## config.mk

```make
export PLATFORM = sky130hd
export DESIGN_NAME = tdm_tx
export DESIGN_NICKNAME = d
export VERILOG_FILES = /design/src/rtl/tdm_tx.sv
export SDC_FILE = /design/constraint.sdc
export NUM_CORES = 1
export LEC_CHECK = 0
export ABC_AREA = 1
export BUFFER_PORTS_ARGS = -buffer_cell sky130_fd_sc_hd__buf_2
export CAP_MARGIN = 20
export CORE_MARGIN = 1
export CORE_UTILIZATION = 40
export CTS_CLUSTER_SIZE = 20
export DETAILED_ROUTE_END_ITERATION = 10
export GPL_TIMING_DRIVEN = 0
export PLACE_DENSITY = 0.56
export SLEW_MARGIN = 30
export SYNTH_ARGS = -nofsm -noshare
export SYNTH_HDL_FRONTEND = slang
export SYNTH_SLANG_ARGS = --single-unit
```

## constraint.sdc

```tcl
create_clock -name sclk_in -period 4.2 [get_ports sclk_in]
set_input_delay 0.21 -clock sclk_in [delete_from_list [all_inputs] [get_ports sclk_in]]
set_output_delay 0.21 -clock sclk_in [all_outputs]
set_load 0.02 [all_outputs]
```

## src/rtl/tdm_tx.sv

```systemverilog
// Multi-slot I2S/TDM serial audio transmitter with a double-buffered frame and underrun detection.
// Build option: define TDM_TX_REPEAT_EN to retransmit the previous frame on underrun instead of zeros.
module tdm_tx #(
  parameter int unsigned WIDTH = 16,
  parameter int unsigned SLOTS = 2,
  parameter int unsigned MODE  = 0
) (
  input  logic             sclk_in,
  input  logic             rst,
  input  logic [WIDTH-1:0] sample_data,
  input  logic             sample_valid,
  output logic             sample_ready,
  output logic             sclk_out,
  output logic             ws_out,
  output logic             sdata_out,
  output logic             underrun
);

  localparam int unsigned SW = $clog2(SLOTS);
  localparam int unsigned BW = $clog2(WIDTH);
  localparam int unsigned CW = $clog2(SLOTS + 1);

  typedef logic [SLOTS-1:0][WIDTH-1:0] frame_t;

  logic [SW-1:0] r_slot, w_slot_nxt, w_ws_slot, w_idx;
  logic [BW-1:0] r_bit, w_bit_nxt;
  logic [CW-1:0] r_cnt, w_cnt_nxt;
  frame_t        r_stage, w_stage_nxt, r_active, w_active_nxt;
  logic          r_ready, r_ws, r_sdata, r_underrun;
  logic          w_ready_nxt, w_ws_nxt, w_sdata_nxt, w_underrun_nxt;
  logic          w_wrap, w_full, w_accept;

  assign sclk_out     = sclk_in;
  assign sample_ready = r_ready;
  assign ws_out       = r_ws;
  assign sdata_out    = r_sdata;
  assign underrun     = r_underrun;

  assign w_full   = (r_cnt == CW'(SLOTS));
  assign w_wrap   = (r_slot == SW'(SLOTS - 1)) && (r_bit == BW'(WIDTH - 1));
  assign w_accept = sample_valid && r_ready;
  assign w_idx    = r_cnt[SW-1:0];

  // Next position, buffer transfer/underrun handling and registered output values.
  always_comb begin
    w_bit_nxt      = r_bit + BW'(1);
    w_slot_nxt     = r_slot;
    w_stage_nxt    = r_stage;
    w_active_nxt   = r_active;
    w_cnt_nxt      = r_cnt;
    w_underrun_nxt = 1'b0;
    w_ws_slot      = '0;
    w_ws_nxt       = 1'b0;

    if (r_bit == BW'(WIDTH - 1)) begin
      w_bit_nxt  = '0;
      w_slot_nxt = w_wrap ? '0 : r_slot + SW'(1);
    end

    if (w_wrap) begin
      if (w_full) begin
        w_active_nxt = r_stage;
        w_cnt_nxt    = '0;
      end else begin
        w_underrun_nxt = 1'b1;
`ifdef TDM_TX_REPEAT_EN
        w_active_nxt   = r_active;
`else
        w_active_nxt   = '0;
`endif
      end
    end

    // Ready is low whenever staging is full, so an accept never coincides with a transfer.
    if (w_accept) begin
      w_stage_nxt[w_idx] = sample_data;
      w_cnt_nxt          = w_cnt_nxt + CW'(1);
    end

    w_ready_nxt = (w_cnt_nxt < CW'(SLOTS));
    w_sdata_nxt = w_active_nxt[w_slot_nxt][BW'(WIDTH - 1) - w_bit_nxt];

    // Word select leads the data by one bit clock.
    if (MODE == 0) begin
      if (w_bit_nxt == BW'(WIDTH - 1))
        w_ws_slot = (w_slot_nxt == SW'(SLOTS - 1)) ? '0 : w_slot_nxt + SW'(1);
      else
        w_ws_slot = w_slot_nxt;
      w_ws_nxt = (w_ws_slot >= SW'(SLOTS / 2));
    end else begin
      w_ws_nxt = (w_slot_nxt == SW'(SLOTS - 1)) && (w_bit_nxt == BW'(WIDTH - 1));
    end
  end

  always_ff @(posedge sclk_in or negedge rst) begin
    if (!rst) begin
      r_slot     <= '0;
      r_bit      <= '0;
      r_cnt      <= '0;
      r_stage    <= '0;
      r_active   <= '0;
      r_ready    <= 1'b1;
      r_ws       <= 1'b0;
      r_sdata    <= 1'b0;
      r_underrun <= 1'b0;
    end else begin
      r_slot     <= w_slot_nxt;
      r_bit      <= w_bit_nxt;
      r_cnt      <= w_cnt_nxt;
      r_stage    <= w_stage_nxt;
      r_active   <= w_active_nxt;
      r_ready    <= w_ready_nxt;
      r_ws       <= w_ws_nxt;
      r_sdata    <= w_sdata_nxt;
      r_underrun <= w_underrun_nxt;
    end
  end

endmodule

```

---- After elaboration in Yosys (flattened, before gate mapping) ----
Cells that the tools add are included.
storage, ports and cells
  bits in registers ....................... 75
  input bits .............................. 19
  output and inout port bits .............. 5
  logic and storage cells ................. 47
operators by class
  $add $sub $neg .......................... 5
  magnitude comparators ................... 6
  equality and inequality tests ........... 3
  muxes and demuxes ....................... 19
  reductions and logical operators ........ 3
operators with widths
  kind                                                         number
  2-to-1 mux 32 bit                                            2
  2-to-1 mux 16 bit                                            3
  bitwise mux 32 bit                                           1
  demux 16 bit (select 1 bit)                                  1
  == test 4 bit (second input constant)                        2
  2-to-1 mux 1 bit                                             7
  2-to-1 mux 2 bit                                             3
  less-than comparator 4 x 5 -> 1 bit (second input constant)  1
  adder 4 x 1 -> 4 bit (second input constant)                 1
  binary-select mux 1 bit (select 4 bit)                       1
  less-than comparator 1 x 2 -> 1 bit (second input constant)  2
  2-to-1 mux 4 bit                                             1
  subtractor 4 bit (first input constant)                      1
  logical AND 1 bit                                            3
  adder 1 bit (second input constant)                          2
  adder 2 x 1 -> 2 bit (second input constant)                 1
  == test 2 bit (second input constant)                        1
  greater-or-equal comparator 1 bit (second input constant)    2
  less-than comparator 2 bit (second input constant)           1

---- Longest topological paths before layout ----
  depth in word-level cells ............... 8
  gate-level depth with buffers ........... 15

==> impl_summary.md <==
Clock tree
Clock-pin slew was measured on the worst setup and hold paths at ~0.080 ns. TritonCTS built the clock tree. The latest clock arrival within the worst-skew pair is approximately 0.46 ns. In this run the post-CTS setup repair buffer count came out at 0.

Setup path
The number of cells on the critical path is 4. On the worst path, the slowest cell contributes a delay of ~0.15 ns. The startpoint identified for the worst register-to-register timing path is r_bit[0]$_DFF_PN0_. The critical path goes through clkbuf_8 -> clkbuf_8 -> buf_4 -> buf_2.

The number of cells on the worst reg-to-reg path is 13. Counting both buffers and inverters, the worst setup path holds a total of 4. Data on the critical path is required at its endpoint by between 3 and 4 ns.

For the worst setup path, the data arrival time is approximately 2.6 ns. The kind of cell with the highest combined delay on the critical path is buffers and inverters. The source of the critical timing path is sclk_in. The register-to-register path setup slack is about 1.8 ns. The maximum fanout along the worst path is 2. The destination of the critical timing path is sclk_out. The element type at the critical path end is a primary output.

The launching element type of the critical path is a clock port. The standard cell with the maximum stage delay on the critical path is sky130_fd_sc_hd__buf_2. Counting stages on the worst path, the most repeated cell is sky130_fd_sc_hd__clkbuf_8. The startpoint-to-endpoint class of the critical path is clock port to primary output. In this run the critical register-to-register path is captured at sdata_out$_DFF_PN0_.

Floorplanning
The overall die width is 92.4 um. The initial utilization of the core area, before any placement, comes to a little over two fifths. The core area is around 7800 sq um. The die covers between 8000 and 9000 sq um. The number of core rows is 32.

The I/O pin total is 24. The die span in y is between 90 and 100 um.

Logic synthesis
Yosys mapped a number of flops with a built-in enable equal to 0. In this run, synthesis produced a sequential element count of 75. Sequential cells were found to cover 57.4% of the synthesized design area. The synthesized instance count is between 300 and 400. After synthesis, the share of flip-flops with an asynchronous set or reset is 100%.

The fraction of the mapped netlist area in compound gates is ~5.8%. The largest family of logic cells by synthesized area is simple AND/OR/NAND/NOR gates. The number of nets in the synthesized netlist is 401. The mux cell area share after synthesis is 0%. Counting distinct cell types in the post-synthesis netlist gives 18.

The arithmetic-cell share of the synthesized area counting full adders, half adders and majority gates is under 10%. The post-synthesis instance area is 3270 sq um. After Yosys synthesis, and, or, nand and nor cells account for between 20% and 30% of the synthesized area.

The post-synthesis average cell area is 8.63 sq um. The xor/xnor cell area share of the yosys netlist is 0.268%. The most instantiated flip-flop cell in the synthesis netlist is sky130_fd_sc_hd__dfrtp_1. The total number of yosys warnings is 0.

Timing
The final total negative setup slack is 0 ns. The actual transition at the worst max-transition pin is around 0.52 ns. Between clock sinks in the finished design, the worst skew comes to 0.00888 ns. The total count of hold-check failures in the final report is 0. The worst-case headroom to the max-slew limit is ~66%.

Setup repair after global routing left no endpoint under its margin. Setup violations remaining at the end of the flow were counted as 0. The max-slew violation total from the final report is 0.

Drt
The final routed DRC violation total is 0. The vias after detailed routing is roughly 2600. Dividing the detail-routed wire length by the instance count gives 14.4 um. The number of DRC violations after detailed-routing iteration 0 is around 140. Once detail routing completed, the nets flagged for antenna violations numbered 0. The first-pass iteration count of the detailed router is 4. The routed design has around 7600 um of wire. The via-per-instance ratio is ~4.9.

Final layout
The fraction of layout instances using a drive strength above 1 is about 15%. The library cells used most frequently in the layout, excluding fill and tap cells, are sky130_fd_sc_hd__nand2_1 (113), sky130_fd_sc_hd__dfrtp_1 (74), sky130_fd_sc_hd__nand3_1 (70), sky130_fd_sc_hd__o21ai_0 (35), sky130_fd_sc_hd__buf_2 (34). The final layout contains around 440 nets. The area growth from synthesis to layout is 17.6%. Leaving out fill and tap cells, the most frequent cell in the layout is sky130_fd_sc_hd__nand2_1. The design area is roughly 3800 sq um. The antenna diode count is 0.

Placement
Summed over all nets, the half-perimeter wirelength after detailed placement is 5490 um. The global placement routability congestion is about 0.77. The count of buffers added on input and output ports is 23.

The total cell area at the placement stage is between 3000 and 4000 sq um.

Power
The peak supply drop is roughly 280 uV. The leakage power is approximately 2.1 nW. The areal power density over the cells is ~550 nW/um^2.

Global route
The via count of the first global-routing pass is 2695. Entering global routing, the biggest net connects 43 pins. The total track usage is roughly 20%. The number of antenna violations at the first check in global routing is 0.

The global-route congestion overflow total is 0. The first global-routing pass estimated around 13000 um of wire.

Flow run
Max-cap violations in this run came to 0.

Min path
The min-delay analysis places its worst path in the category primary input to flip-flop.

Run status
The flow ran to the end, and the final reports show no timing, DRC or antenna violations.
## worst min-delay path, cell delays in order
cell	delay, ns
sky130_fd_sc_hd__buf_2	0.09
sky130_fd_sc_hd__inv_1	0.05
sky130_fd_sc_hd__o21ai_0	0.07
## flip-flops by register name (all words and copies together), names as in the netlist
signal        cells
r_active         32
r_bit             4
r_cnt             2
r_slot            1
r_stage          32
sample_ready      1
sdata_out         1
underrun          1
ws_out            1
## worst min path at each step
stage               cells after the start                      end       startpoint
detailed placement                      1   r_active[16]$_DFF_PN0_              rst
global placement                        2                 sclk_out          sclk_in
finish                                  3  r_stage[25]$_DFFE_PN0P_   sample_data[9]
CTS                                     3  r_stage[27]$_DFFE_PN0P_  sample_data[11]
global route                            3   r_stage[4]$_DFFE_PN0P_   sample_data[4]
floorplan                               0    r_active[0]$_DFF_PN0_              rst
## routing by layer
metal  GRT usage [%]  part of all wire [%]  vias up
met4            9.64                   2.1        0
met5               0                     0        -
met3            4.84                   3.6       15
met2            31.0                    43       42
met1            28.2                    52     1199
li1                -                     -     1329
## cell type report
class | count | area, sq um
inverter | 32 | 120
sequential | 75 | 1880
timing repair buffer | 26 | 163
tap | 102 | 128
clock buffer | 13 | 170
buffer | 22 | 109
fill | 789 | 3960
multi-input combinational | 250 | 1160
clock inverter | 7 | 116
## stage by stage
step	setup WS (ns)	std cells	total power, W	hold WS, ns	util, %
global route	1.40	527	0.00224	0.0140	49.3
floorplan	1.76	379	0.00124	-0.0856	-
finish	1.40	527	0.00212	0.0147	49.3
global placement	1.64	504	0.00137	0.424	45.0
CTS	1.40	527	0.00214	0.00207	49.3
detailed placement	1.64	505	0.00139	0.198	45.3
## Yosys cell counts (2+ instances only)
cell type                  count  area share (%)
sky130_fd_sc_hd__nand3_1      70              11
sky130_fd_sc_hd__ha_1          3             1.1
sky130_fd_sc_hd__inv_2         2            0.23
sky130_fd_sc_hd__dfrtp_1      74              57
sky130_fd_sc_hd__o21ai_0      35             5.4
sky130_fd_sc_hd__clkbuf_1      7            0.80
sky130_fd_sc_hd__buf_2        12             1.8
sky130_fd_sc_hd__nand4_1      22             4.2
sky130_fd_sc_hd__nand2_1     113              13
sky130_fd_sc_hd__inv_1        29             3.3
sky130_fd_sc_hd__nor2_1        3            0.34
sky130_fd_sc_hd__buf_4         3            0.69
## timing repair
item	4_1_cts	5_1_grt
endpoints found under the hold margin	35	0
gates resized for setup	0	0
hold buffers	3	0
## power by group
part	switching, W	internal [W]	total (W)
sequential	0.000103	0.000882	0.000985
combinational	0.000240	0.000117	0.000357
clock	0.000308	0.000472	0.000779
## cell families after synthesis
logic type / count (synthesis)
fa+ha+maj: 3
compound gates: 37
xor+xnor: 1
flops: 75
simple gates: 209
buf+inv: 54
Power figures use the tool's default switching activity.
